File: config.mk
export PLATFORM = sky130hd
export DESIGN_NAME = cordic_reduce_seq
export DESIGN_NICKNAME = d
export VERILOG_FILES = /design/src/rtl/cordic_pkg.sv /design/src/rtl/lane_collect.sv /design/src/rtl/cordic_reduce_seq.sv
export SDC_FILE = /design/constraint.sdc
export NUM_CORES = 1
export LEC_CHECK = 0
export ABC_AREA = 1
export CORE_UTILIZATION = 25
export DETAILED_ROUTE_END_ITERATION = 6
export GPL_ROUTABILITY_DRIVEN = 0
export MAX_ROUTING_LAYER = met4
export SETUP_SLACK_MARGIN = 0.4
export SLEW_MARGIN = 20
export SYNTH_ARGS = -nofsm -noshare
export SYNTH_HDL_FRONTEND = slang
export SYNTH_SLANG_ARGS = --single-unit
File: constraint.sdc
create_clock -name clk -period 4.8 [get_ports clk]
set_input_delay 0.96 -clock clk [delete_from_list [all_inputs] [get_ports clk]]
set_output_delay 0.96 -clock clk [all_outputs]
set_load 0.03 [all_outputs]
File: src/rtl/cordic_pkg.sv
`default_nettype none
// ============================================================================
//  Module   : cordic_pkg
//  Purpose  : Shared types and constants for the CORDIC reduce sequencer:
//             FSM state encoding, FP word constants, default data width.
//  Revision : 1.0  initial release
// ============================================================================
package cordic_pkg;

    localparam int CORDIC_DATA_W = 32;

    localparam logic [31:0] FP_ZERO = 32'h0000_0000;
    localparam logic [31:0] FP_QNAN = 32'h7FC0_0000;

    typedef enum logic [2:0] {
        IDLE        = 3'd0,
        LAUNCH      = 3'd1,
        WAIT_LANES  = 3'd2,
        REDUCE_INIT = 3'd3,
        ADD_ISSUE   = 3'd4,
        ADD_WAIT    = 3'd5,
        FINISH      = 3'd6
    } state_t;

endpackage
`default_nettype wire

File: src/rtl/lane_collect.sv
`default_nettype none
// ============================================================================
//  Module   : lane_collect
//  Purpose  : Per-lane result capture. Each lane's first completion pulse
//             while capture is enabled latches its result and sets its mask
//             bit; repeat pulses are ignored. o_all_done looks ahead so the
//             controller can leave the wait state on the completing edge.
//  Revision : 1.0  initial release
// ============================================================================
module lane_collect
    import cordic_pkg::*;
#(
    parameter int NUM_LANES = 4,
    parameter int DATA_W    = CORDIC_DATA_W
) (
    input  logic                                 clk,
    input  logic                                 rst_n,
    input  logic                                 i_clear,
    input  logic                                 i_capture_en,
    input  logic [NUM_LANES-1:0]                 i_lane_done,
    input  logic [NUM_LANES*DATA_W-1:0]          i_lane_result,
    output logic [NUM_LANES-1:0][DATA_W-1:0]     o_slots,
    output logic                                 o_all_done
);

    logic [NUM_LANES-1:0]              r_mask;
    logic [NUM_LANES-1:0][DATA_W-1:0]  r_slots;
    logic [NUM_LANES-1:0]              w_take;

    // A lane is taken only on its first pulse and only while capturing.
    assign w_take     = i_lane_done & ~r_mask & {NUM_LANES{i_capture_en}};
    assign o_all_done = i_capture_en & (&(r_mask | w_take));
    assign o_slots    = r_slots;

    // Done mask: cleared when a new operation is accepted, accumulates lanes.
    always_ff @(posedge clk or negedge rst_n) begin
        if (!rst_n) begin
            r_mask <= '0;
        end else if (i_clear) begin
            r_mask <= '0;
        end else begin
            r_mask <= r_mask | w_take;
        end
    end

    // Result slots: latch each lane's result on its accepted pulse.
    always_ff @(posedge clk or negedge rst_n) begin
        if (!rst_n) begin
            r_slots <= '0;
        end else begin
            for (int i = 0; i < NUM_LANES; i++) begin
                if (w_take[i]) begin
                    r_slots[i] <= i_lane_result[i*DATA_W +: DATA_W];
                end
            end
        end
    end

endmodule
`default_nettype wire

File: src/rtl/cordic_reduce_seq.sv
`default_nettype none
// ============================================================================
//  Module   : cordic_reduce_seq
//  Purpose  : Launches NUM_LANES external CORDIC lanes, collects their
//             results, reduces them serially through one external FP adder,
//             optionally accumulates across calls, and aborts on timeout.
//  Revision : 1.0  initial release
// ============================================================================
module cordic_reduce_seq
    import cordic_pkg::*;
#(
    parameter int                NUM_LANES      = 4,
    parameter int                DATA_W         = CORDIC_DATA_W,
    parameter int                TIMEOUT_CYCLES = 1024,
    parameter logic [DATA_W-1:0] NAN_WORD       = FP_QNAN
) (
    input  logic                          clk,
    input  logic                          rst_n,
    input  logic                          i_start,
    input  logic                          i_acc_mode,
    input  logic                          i_acc_clear,
    input  logic [NUM_LANES*DATA_W-1:0]   i_data_in,
    output logic [NUM_LANES*DATA_W-1:0]   o_lane_data,
    output logic [NUM_LANES-1:0]          o_lane_start,
    input  logic [NUM_LANES-1:0]          i_lane_done,
    input  logic [NUM_LANES*DATA_W-1:0]   i_lane_result,
    output logic [DATA_W-1:0]             o_add_dataa,
    output logic [DATA_W-1:0]             o_add_datab,
    output logic                          o_add_enable,
    input  logic                          i_add_done,
    input  logic [DATA_W-1:0]             i_add_result,
    output logic [DATA_W-1:0]             o_result,
    output logic                          o_done,
    output logic                          o_error,
    output logic                          o_busy
);

    localparam int IDX_W = $clog2(NUM_LANES + 1);
    localparam int SEL_W = (NUM_LANES > 1) ? $clog2(NUM_LANES) : 1;
    localparam int TMO_W = $clog2(TIMEOUT_CYCLES + 1);

    state_t                            r_state;
    state_t                            w_state_nxt;
    logic [NUM_LANES*DATA_W-1:0]       r_lane_data;
    logic                              r_acc_mode;
    logic [DATA_W-1:0]                 r_acc;
    logic [DATA_W-1:0]                 r_sum;
    logic [IDX_W-1:0]                  r_idx;
    logic [DATA_W-1:0]                 r_result;
    logic                              r_done;
    logic                              r_error;
    logic [TMO_W-1:0]                  r_tmo;

    logic [DATA_W-1:0]                 w_sum_nxt;
    logic [IDX_W-1:0]                  w_idx_nxt;
    logic                              w_accept;
    logic                              w_finish;
    logic                              w_abort;
    logic                              w_lane_start;
    logic                              w_add_enable;
    logic                              w_tmo_hit;
    logic                              w_waiting;
    logic [SEL_W-1:0]                  w_idx_sel;
    logic [NUM_LANES-1:0][DATA_W-1:0]  w_slots;
    logic                              w_all_done;

    lane_collect #(
        .NUM_LANES (NUM_LANES),
        .DATA_W    (DATA_W)
    ) u_lane_collect (
        .clk           (clk),
        .rst_n         (rst_n),
        .i_clear       (w_accept),
        .i_capture_en  (r_state == WAIT_LANES),
        .i_lane_done   (i_lane_done),
        .i_lane_result (i_lane_result),
        .o_slots       (w_slots),
        .o_all_done    (w_all_done)
    );

    assign w_waiting = (r_state == WAIT_LANES) || (r_state == ADD_WAIT);
    assign w_tmo_hit = (r_tmo == TMO_W'(TIMEOUT_CYCLES - 1));
    // Index past the last lane only occurs when no add is pending; clamp it.
    assign w_idx_sel = (r_idx < IDX_W'(NUM_LANES)) ? SEL_W'(r_idx) : '0;

    assign o_lane_data  = r_lane_data;
    assign o_lane_start = {NUM_LANES{w_lane_start}};
    assign o_add_enable = w_add_enable;
    // Operands come straight from held registers, so they stay stable
    // from the issue cycle until the adder answers.
    assign o_add_dataa  = r_sum;
    assign o_add_datab  = w_slots[w_idx_sel];
    assign o_result     = r_result;
    assign o_done       = r_done;
    assign o_error      = r_error;
    assign o_busy       = (r_state != IDLE);

    // FSM state register.
    always_ff @(posedge clk or negedge rst_n) begin
        if (!rst_n) begin
            r_state <= IDLE;
        end else begin
            r_state <= w_state_nxt;
        end
    end

    // Next-state, strobes and next reduction sum/index.
    always_comb begin
        w_state_nxt  = r_state;
        w_sum_nxt    = r_sum;
        w_idx_nxt    = r_idx;
        w_accept     = 1'b0;
        w_finish     = 1'b0;
        w_abort      = 1'b0;
        w_lane_start = 1'b0;
        w_add_enable = 1'b0;
        case (r_state)
            IDLE: begin
                if (i_start) begin
                    w_accept    = 1'b1;
                    w_state_nxt = LAUNCH;
                end
            end
            LAUNCH: begin
                w_lane_start = 1'b1;
                w_state_nxt  = WAIT_LANES;
            end
            WAIT_LANES: begin
                if (w_all_done) begin
                    w_state_nxt = REDUCE_INIT;
                end else if (w_tmo_hit) begin
                    w_abort     = 1'b1;
                    w_state_nxt = IDLE;
                end
            end
            REDUCE_INIT: begin
                if (r_acc_mode) begin
                    w_sum_nxt = r_acc;
                    w_idx_nxt = '0;
                end else begin
                    w_sum_nxt = w_slots[0];
                    w_idx_nxt = IDX_W'(1);
                end
                if (w_idx_nxt == IDX_W'(NUM_LANES)) begin
                    w_finish    = 1'b1;
                    w_state_nxt = FINISH;
                end else begin
                    w_state_nxt = ADD_ISSUE;
                end
            end
            ADD_ISSUE: begin
                w_add_enable = 1'b1;
                w_state_nxt  = ADD_WAIT;
            end
            ADD_WAIT: begin
                if (i_add_done) begin
                    w_sum_nxt = i_add_result;
                    w_idx_nxt = r_idx + IDX_W'(1);
                    if (w_idx_nxt == IDX_W'(NUM_LANES)) begin
                        w_finish    = 1'b1;
                        w_state_nxt = FINISH;
                    end else begin
                        w_state_nxt = ADD_ISSUE;
                    end
                end else if (w_tmo_hit) begin
                    w_abort     = 1'b1;
                    w_state_nxt = IDLE;
                end
            end
            FINISH: begin
                w_state_nxt = IDLE;
            end
            default: begin
                w_state_nxt = IDLE;
            end
        endcase
    end

    // Datapath: operand capture, reduction state, result/done, accumulator,
    // and the wait-state timeout counter. Done is registered on the edge
    // that enters FINISH (or aborts) so it is visible during that cycle.
    always_ff @(posedge clk or negedge rst_n) begin
        if (!rst_n) begin
            r_lane_data <= '0;
            r_acc_mode  <= 1'b0;
            r_acc       <= '0;
            r_sum       <= '0;
            r_idx       <= '0;
            r_result    <= '0;
            r_done      <= 1'b0;
            r_error     <= 1'b0;
            r_tmo       <= '0;
        end else begin
            r_sum  <= w_sum_nxt;
            r_idx  <= w_idx_nxt;
            r_done <= w_finish | w_abort;

            if (w_accept) begin
                r_lane_data <= i_data_in;
                r_acc_mode  <= i_acc_mode;
                r_result    <= '0;
                r_error     <= 1'b0;
            end
            if (w_finish) begin
                r_result <= w_sum_nxt;
                r_error  <= 1'b0;
            end
            if (w_abort) begin
                r_result <= NAN_WORD;
                r_error  <= 1'b1;
            end

            if ((r_state == IDLE) && i_acc_clear) begin
                r_acc <= '0;
            end else if ((r_state == FINISH) && r_acc_mode) begin
                r_acc <= r_sum;
            end

            if (w_waiting) begin
                r_tmo <= r_tmo + TMO_W'(1);
            end else begin
                r_tmo <= '0;
            end
        end
    end

endmodule
`default_nettype wire

# Yosys cells after proc, flatten, opt, wreduce, memory -nomap -nowiden
# Index checks and enable logic that the tools add are counted.
dict set report word_totals {
  inputBits 298
  out_inout_bits 232
  word_cells 85
  ff_bits 376
}
dict set report classes {
  n_eq_ne 11
  addsub 2
  n_reduce_logical 10
  order_cmp 2
  n_mux 39
  n_bitwise 6
}
# operator count
set ops {}
lappend ops {{$mux W32} 8}
lappend ops {{$bmux W32 S2} 1}
lappend ops {{$pmux W32 S2} 1}
lappend ops {{$mux W3} 6}
lappend ops {{$pmux W3 S6} 1}
lappend ops {{$eq A3 B3 Y1 const B} 5}
lappend ops {{$mux W1} 14}
lappend ops {{$add A11 B1 Y11 const B} 1}
lappend ops {{$eq A11 B10 Y1 const B} 1}
lappend ops {{$mux W11} 1}
lappend ops {{$and A4 B4 Y4} 2}
lappend ops {{$eq A3 B2 Y1 const B} 2}
lappend ops {{$mux W2} 3}
lappend ops {{$pmux W3 S2} 1}
lappend ops {{$reduce_bool A3 Y1} 2}
lappend ops {{$mux W4} 1}
lappend ops {{$ne A2 B2 Y1 const B} 2}
lappend ops {{$not A4 Y4} 1}
lappend ops {{$or A4 B4 Y4} 1}
lappend ops {{$pmux W1 S2} 2}
lappend ops {{$reduce_and A4 Y1} 1}
lappend ops {{$reduce_bool A2 Y1} 2}
lappend ops {{$add A3 B1 Y3 const B} 1}
lappend ops {{$eq A3 B1 Y1 const B} 1}
lappend ops {{other kinds (8)} 9}

# Longest topological paths before layout
dict set report logic_depth {
  word_depth 9
  mapped_depth 11
  mapped_depth_nobuf 10
}

# Modules after synthesis
# A second synthesis with hierarchy kept.
dict set report unflattened {
  hier_cells 2024
  hier_area_um2 17045.1
}
# module instances seq_area_each_um2 area_per_inst_um2 cells_each
set by_module_without_submodules {}
lappend by_module_without_submodules {cordic_reduce_seq 1 6105.9 11738.8 1461}
lappend by_module_without_submodules {lane_collect 1 3303.2 5306.3 563}

# Worst setup path after synthesis
# Ideal clock, no wire load.
dict set report synth_timing {
  path_type {flip-flop to output port}
  startpoint {register r_idx[0]}
  endpoint {output o_add_datab[25]}
  path_stages_with_launch 9
  path_slack_ns 2.068
  t_required_ns 3.840
  arrival_ns 1.772
  n_path_buf 2
  path_cell_list {dfrtp_1 -> buf_2 -> inv_1 -> nor2_2 -> inv_1 -> clkbuf_1 -> o21ai_0 -> a21oi_1 -> a21oi_1}
}
dict set report synth_via {
  elab_chain_cells 4
}
# item line_no
set synth_rtl {}
lappend synth_rtl {{start: declaration} cordic_reduce_seq.sv:48} ;# logic [IDX_W-1:0] r_idx;
lappend synth_rtl {{start signal: assignment} cordic_reduce_seq.sv:195} ;# r_idx <= w_idx_nxt;
lappend synth_rtl {{$lt A3 B3 Y1} cordic_reduce_seq.sv:84} ;# assign w_idx_sel = (r_idx < IDX_W'(NUM_LANES)) ? SEL_W'(r_idx) : '0;
lappend synth_rtl {{$mux W2 *} cordic_reduce_seq.sv:84}
lappend synth_rtl {{$bmux W32 S2 *} cordic_reduce_seq.sv:92} ;# assign o_add_datab = w_slots[w_idx_sel];
lappend synth_rtl {{$mux W32 (implied by the code) *} cordic_reduce_seq.sv:92}
lappend synth_rtl {{end: declaration} cordic_reduce_seq.sv:28} ;# output logic [DATA_W-1:0] o_add_datab,
# Every way passes the cells marked *; elsewhere a longest branch is shown, timed or not. The select of a mux whose other input is x is not followed.

# Worst setup path in the final report
dict set report layout_timing {
  startpoint {register r_idx[0]}
  endpoint {output o_add_datab[18]}
}
# The elaborated chain is that of the path after synthesis.

==> flow_summary_export.csv <==
group,metric,value,unit
status,outcome,"finished with violations",
status,violations,"design-rule violations",
critical_path,worstPathArrival,3.06,ns
layout,drive_above_1_share,5.31,%
synth,synth_cells,1918,
global_route,antenna_found_initial,8,
clock_tree,cts_resized,0,
synth,ys.flop_type,"dfrtp_1",
sta,hold_viol,0,
floorplan,die_h,255,um
layout,nNetsFinal,2713,
floorplan,chipWidth,255,um
sta,grt_setup_unrepaired,"false",
drt,routed_via_density,4.45,
run,cap_violations,0,
global_route,gr-total-overflow,0,
critical_path,critical_path.startpoint,"r_idx[0]",
critical_path,cpPeakStageDelay,0.80,ns
floorplan,die-area,0.0652,sq mm
critical_path,rrSetupSlack,2.14,ns
synth,yosys_warnings,0,
drt,vias,14700,
floorplan,core_area,0.0633,sq mm
placement,hpwlAfterDp,43.7,mm
drt,drc,16,
critical_path,r2r_cells,9,
synth,synth_cell_types,33,
global_route,grt_pass1_wl,89.9,mm
layout,utilization,37.7,%
synth,synthesis.area,0.0161,sq mm
floorplan,io_pins,530,
sta,final_max_slew_viol_count,0,
synth,yosys-top-cells-count,"nand2_1, dfrtp_1, inv_1, o21ai_0, nor2_1",
sta,fmax,0.249,GHz
critical_path,cp_slowest_cell,"inv_1",
placement,portBuffers,529,
floorplan,row_count,92,
global_route,grtUsageTotal,18.5,%
worst_hold_path,min_path_type,"in2async",
synth,synthArstFlopShare,100,%
critical_path,worst-path-buf-inv,3,
layout,area_growth,48.7,%
sta,worst_pin_slew,1.12,ns
synth,syn_area_per_cell,8.37,sq um
floorplan,floorplan.initialDensity,25.4,%
sta,clock_skew,0.0218,ns
critical_path,start_kind,"flop",
critical_path,cp.required,3.84,ns
global_route,grt_pass1_vias,15200,
clock_tree,clk_path_buf_depth,3,
synth,synth-seq-area-share,58.6,%
synth,synth_edf_count,0,
synth,yosys.area.top_type_share,58.6,%
clock_tree,cts_setup_buffers,0,
synth,synthTopCellsByArea,"dfrtp_1, nand2_1, inv_1, o21ai_0, nand3_1",
sta,period_needed,4.02,ns
power,leakagePower,0.0112,uW
critical_path,r2r_end,"o_result[18]",
synth,yosysMostFrequentCell,"nand2_1",
sta,setup_viol_count_final,0,
layout,fill_cells,6391,
clock_tree,cts_made_buffers,46,
critical_path,path_class,"reg2out",
power,peakVddDrop,0.359,mV
critical_path,cp-end-kind,"output port",
critical_path,critPathMaxFanout,28,
drt,wire_per_inst,18.1,um
synth,yosys_register_bits,376,
synth,yosys.area.top_type,"dfrtp_1",
critical_path,path_delay_family,"buffers and inverters",
drt,firstDrtPassIters,7,
clock_tree,cts.clk_slew.worst_paths,0.06,ns
critical_path,cpMostUsedCell,"inv_1",
clock_tree,cts_hold_buf,0,
sta,period_share,83.7,%
sta,setup_tns,0,ns
clock_tree,clk_latency,0.60,ns
synth,syn_nets,2219,
drt,drt_iter0_markers,834,
global_route,grt_max_degree,104,
critical_path,r2r_start,"r_idx[0]",
clock_tree,htreeDepth,2,
clock_tree,root_buffer,"clkbuf_16",
sta,relSlewSlack,25.3,%
critical_path,worstPathCellList,"inv_1 -> nor2_4 -> inv_1 -> o22ai_1 -> a21oi_1 -> clkdlybuf4s50_1",
clock_tree,cts_tree,"done",
power,power.density,711,mW/mm^2
clock_tree,clkSinkCount,376,
drt,ant_nets,0,
power,total_power,17000,uW
drt,wirelength,59.8,mm
routing by layer:
| metal | track usage [%] | share of wire (%) | up-vias | wire length [um] |
|---|---|---|---|---|
| li1 | - | - | 7008 | - |
| met2 | 30.9 | 49 | 592 | 29300 |
| met1 | 20.7 | 39 | 6973 | 23500 |
| met5 | - | 0 | - | 0 |
| met3 | 5.32 | 7.7 | 122 | 4590 |
| met4 | 7.31 | 4.0 | 0 | 2410 |
where the power goes:
part	leakage, uW	internal [uW]	switching, uW	total [uW]
Clock	0.000778	2200	1490	3690
Combinational	0.00558	2940	4990	7930
Sequential	0.00479	4470	888	5350
layout make-up:
type	instances	area (sq um)	area share, %
sequential	376	9410	39.4
multi-input combinational	1275	5610	23.5
timing repair buffer	554	5540	23.2
clock buffer	62	1300	5.45
tap	846	1060	4.43
inverter	159	599	2.51
clock inverter	22	333	1.39
antenna	7	17.5	0.0734
placed cells by master (no fill, tap or decap), types with 3 or more instances in the layout:
master | Yosys | layout
buf_12 | 0 | 5
clkinv_2 | 0 | 6
clkbuf_1 | 59 | 7
nor2_4 | 3 | 9
o311ai_0 | 9 | 9
clkbuf_8 | 0 | 9
dfrtp_1 | 376 | 375
clkinvlp_4 | 0 | 6
nand3_1 | 54 | 54
and3_1 | 23 | 23
a21oi_1 | 47 | 47
o21ai_0 | 102 | 102
o211ai_1 | 10 | 10
inv_1 | 153 | 151
o22ai_1 | 32 | 32
bufinv_16 | 0 | 5
diode_2 | 0 | 7
clkbuf_16 | 0 | 46
o21bai_1 | 23 | 23
ha_1 | 3 | 3
inv_2 | 3 | 4
clkdlybuf4s50_1 | 0 | 523
nor2_1 | 68 | 64
clkinv_1 | 3 | 3
a211oi_1 | 27 | 27
buf_4 | 4 | 25
clkinv_16 | 0 | 3
nand2_1 | 857 | 857
flip-flops by register name (all words and copies together) (netlist names), 4 cells and up:
signal                  flops
o_result                   32
r_tmo                      11
u_lane_collect.o_slots    128
u_lane_collect.r_mask       4
r_acc                      32
o_add_dataa                32
o_lane_data               128
kinds of logic after synthesis:
logic type / after synthesis / share of synthesized area [%]
AO/OA/AOI/OAI: 252 / 9.28
flip-flops: 376 / 58.6
XOR/XNOR: 1 / 0.0546
buffers and inverters: 267 / 6.72
adder cells (fa/ha/maj): 3 / 0.234
AND/OR/NAND/NOR: 1019 / 25.1
worst max path at each step:
stage | endpoint | slack (ns) | depth (start not counted)
6_report | o_add_datab[18] | 0.78 | 6
3_3_place_gp | u_lane_collect.o_slots[38] | 1.51 | 7
3_5_place_dp | o_add_datab[18] | 1.45 | 5
5_1_grt | o_add_datab[12] | 0.62 | 5
4_1_cts | o_add_datab[18] | 0.78 | 5
2_1_floorplan | o_add_datab[25] | 2.07 | 8
through the flow:
step / std cells / setup WS [ns] / instance area (sq um) / hold slack [ns]
floorplan: 1918 / 2.07 / 16100 / 0.433
global placement: 3210 / 1.51 / 22200 / 0.447
detailed placement: 3210 / 1.45 / 22200 / 0.457
CTS: 3294 / 0.784 / 23900 / 0.393
global route: 3301 / 0.621 / 23900 / 0.397
finish: 3301 / 0.783 / 23900 / 0.361
(Power assumes the default switching activity.)
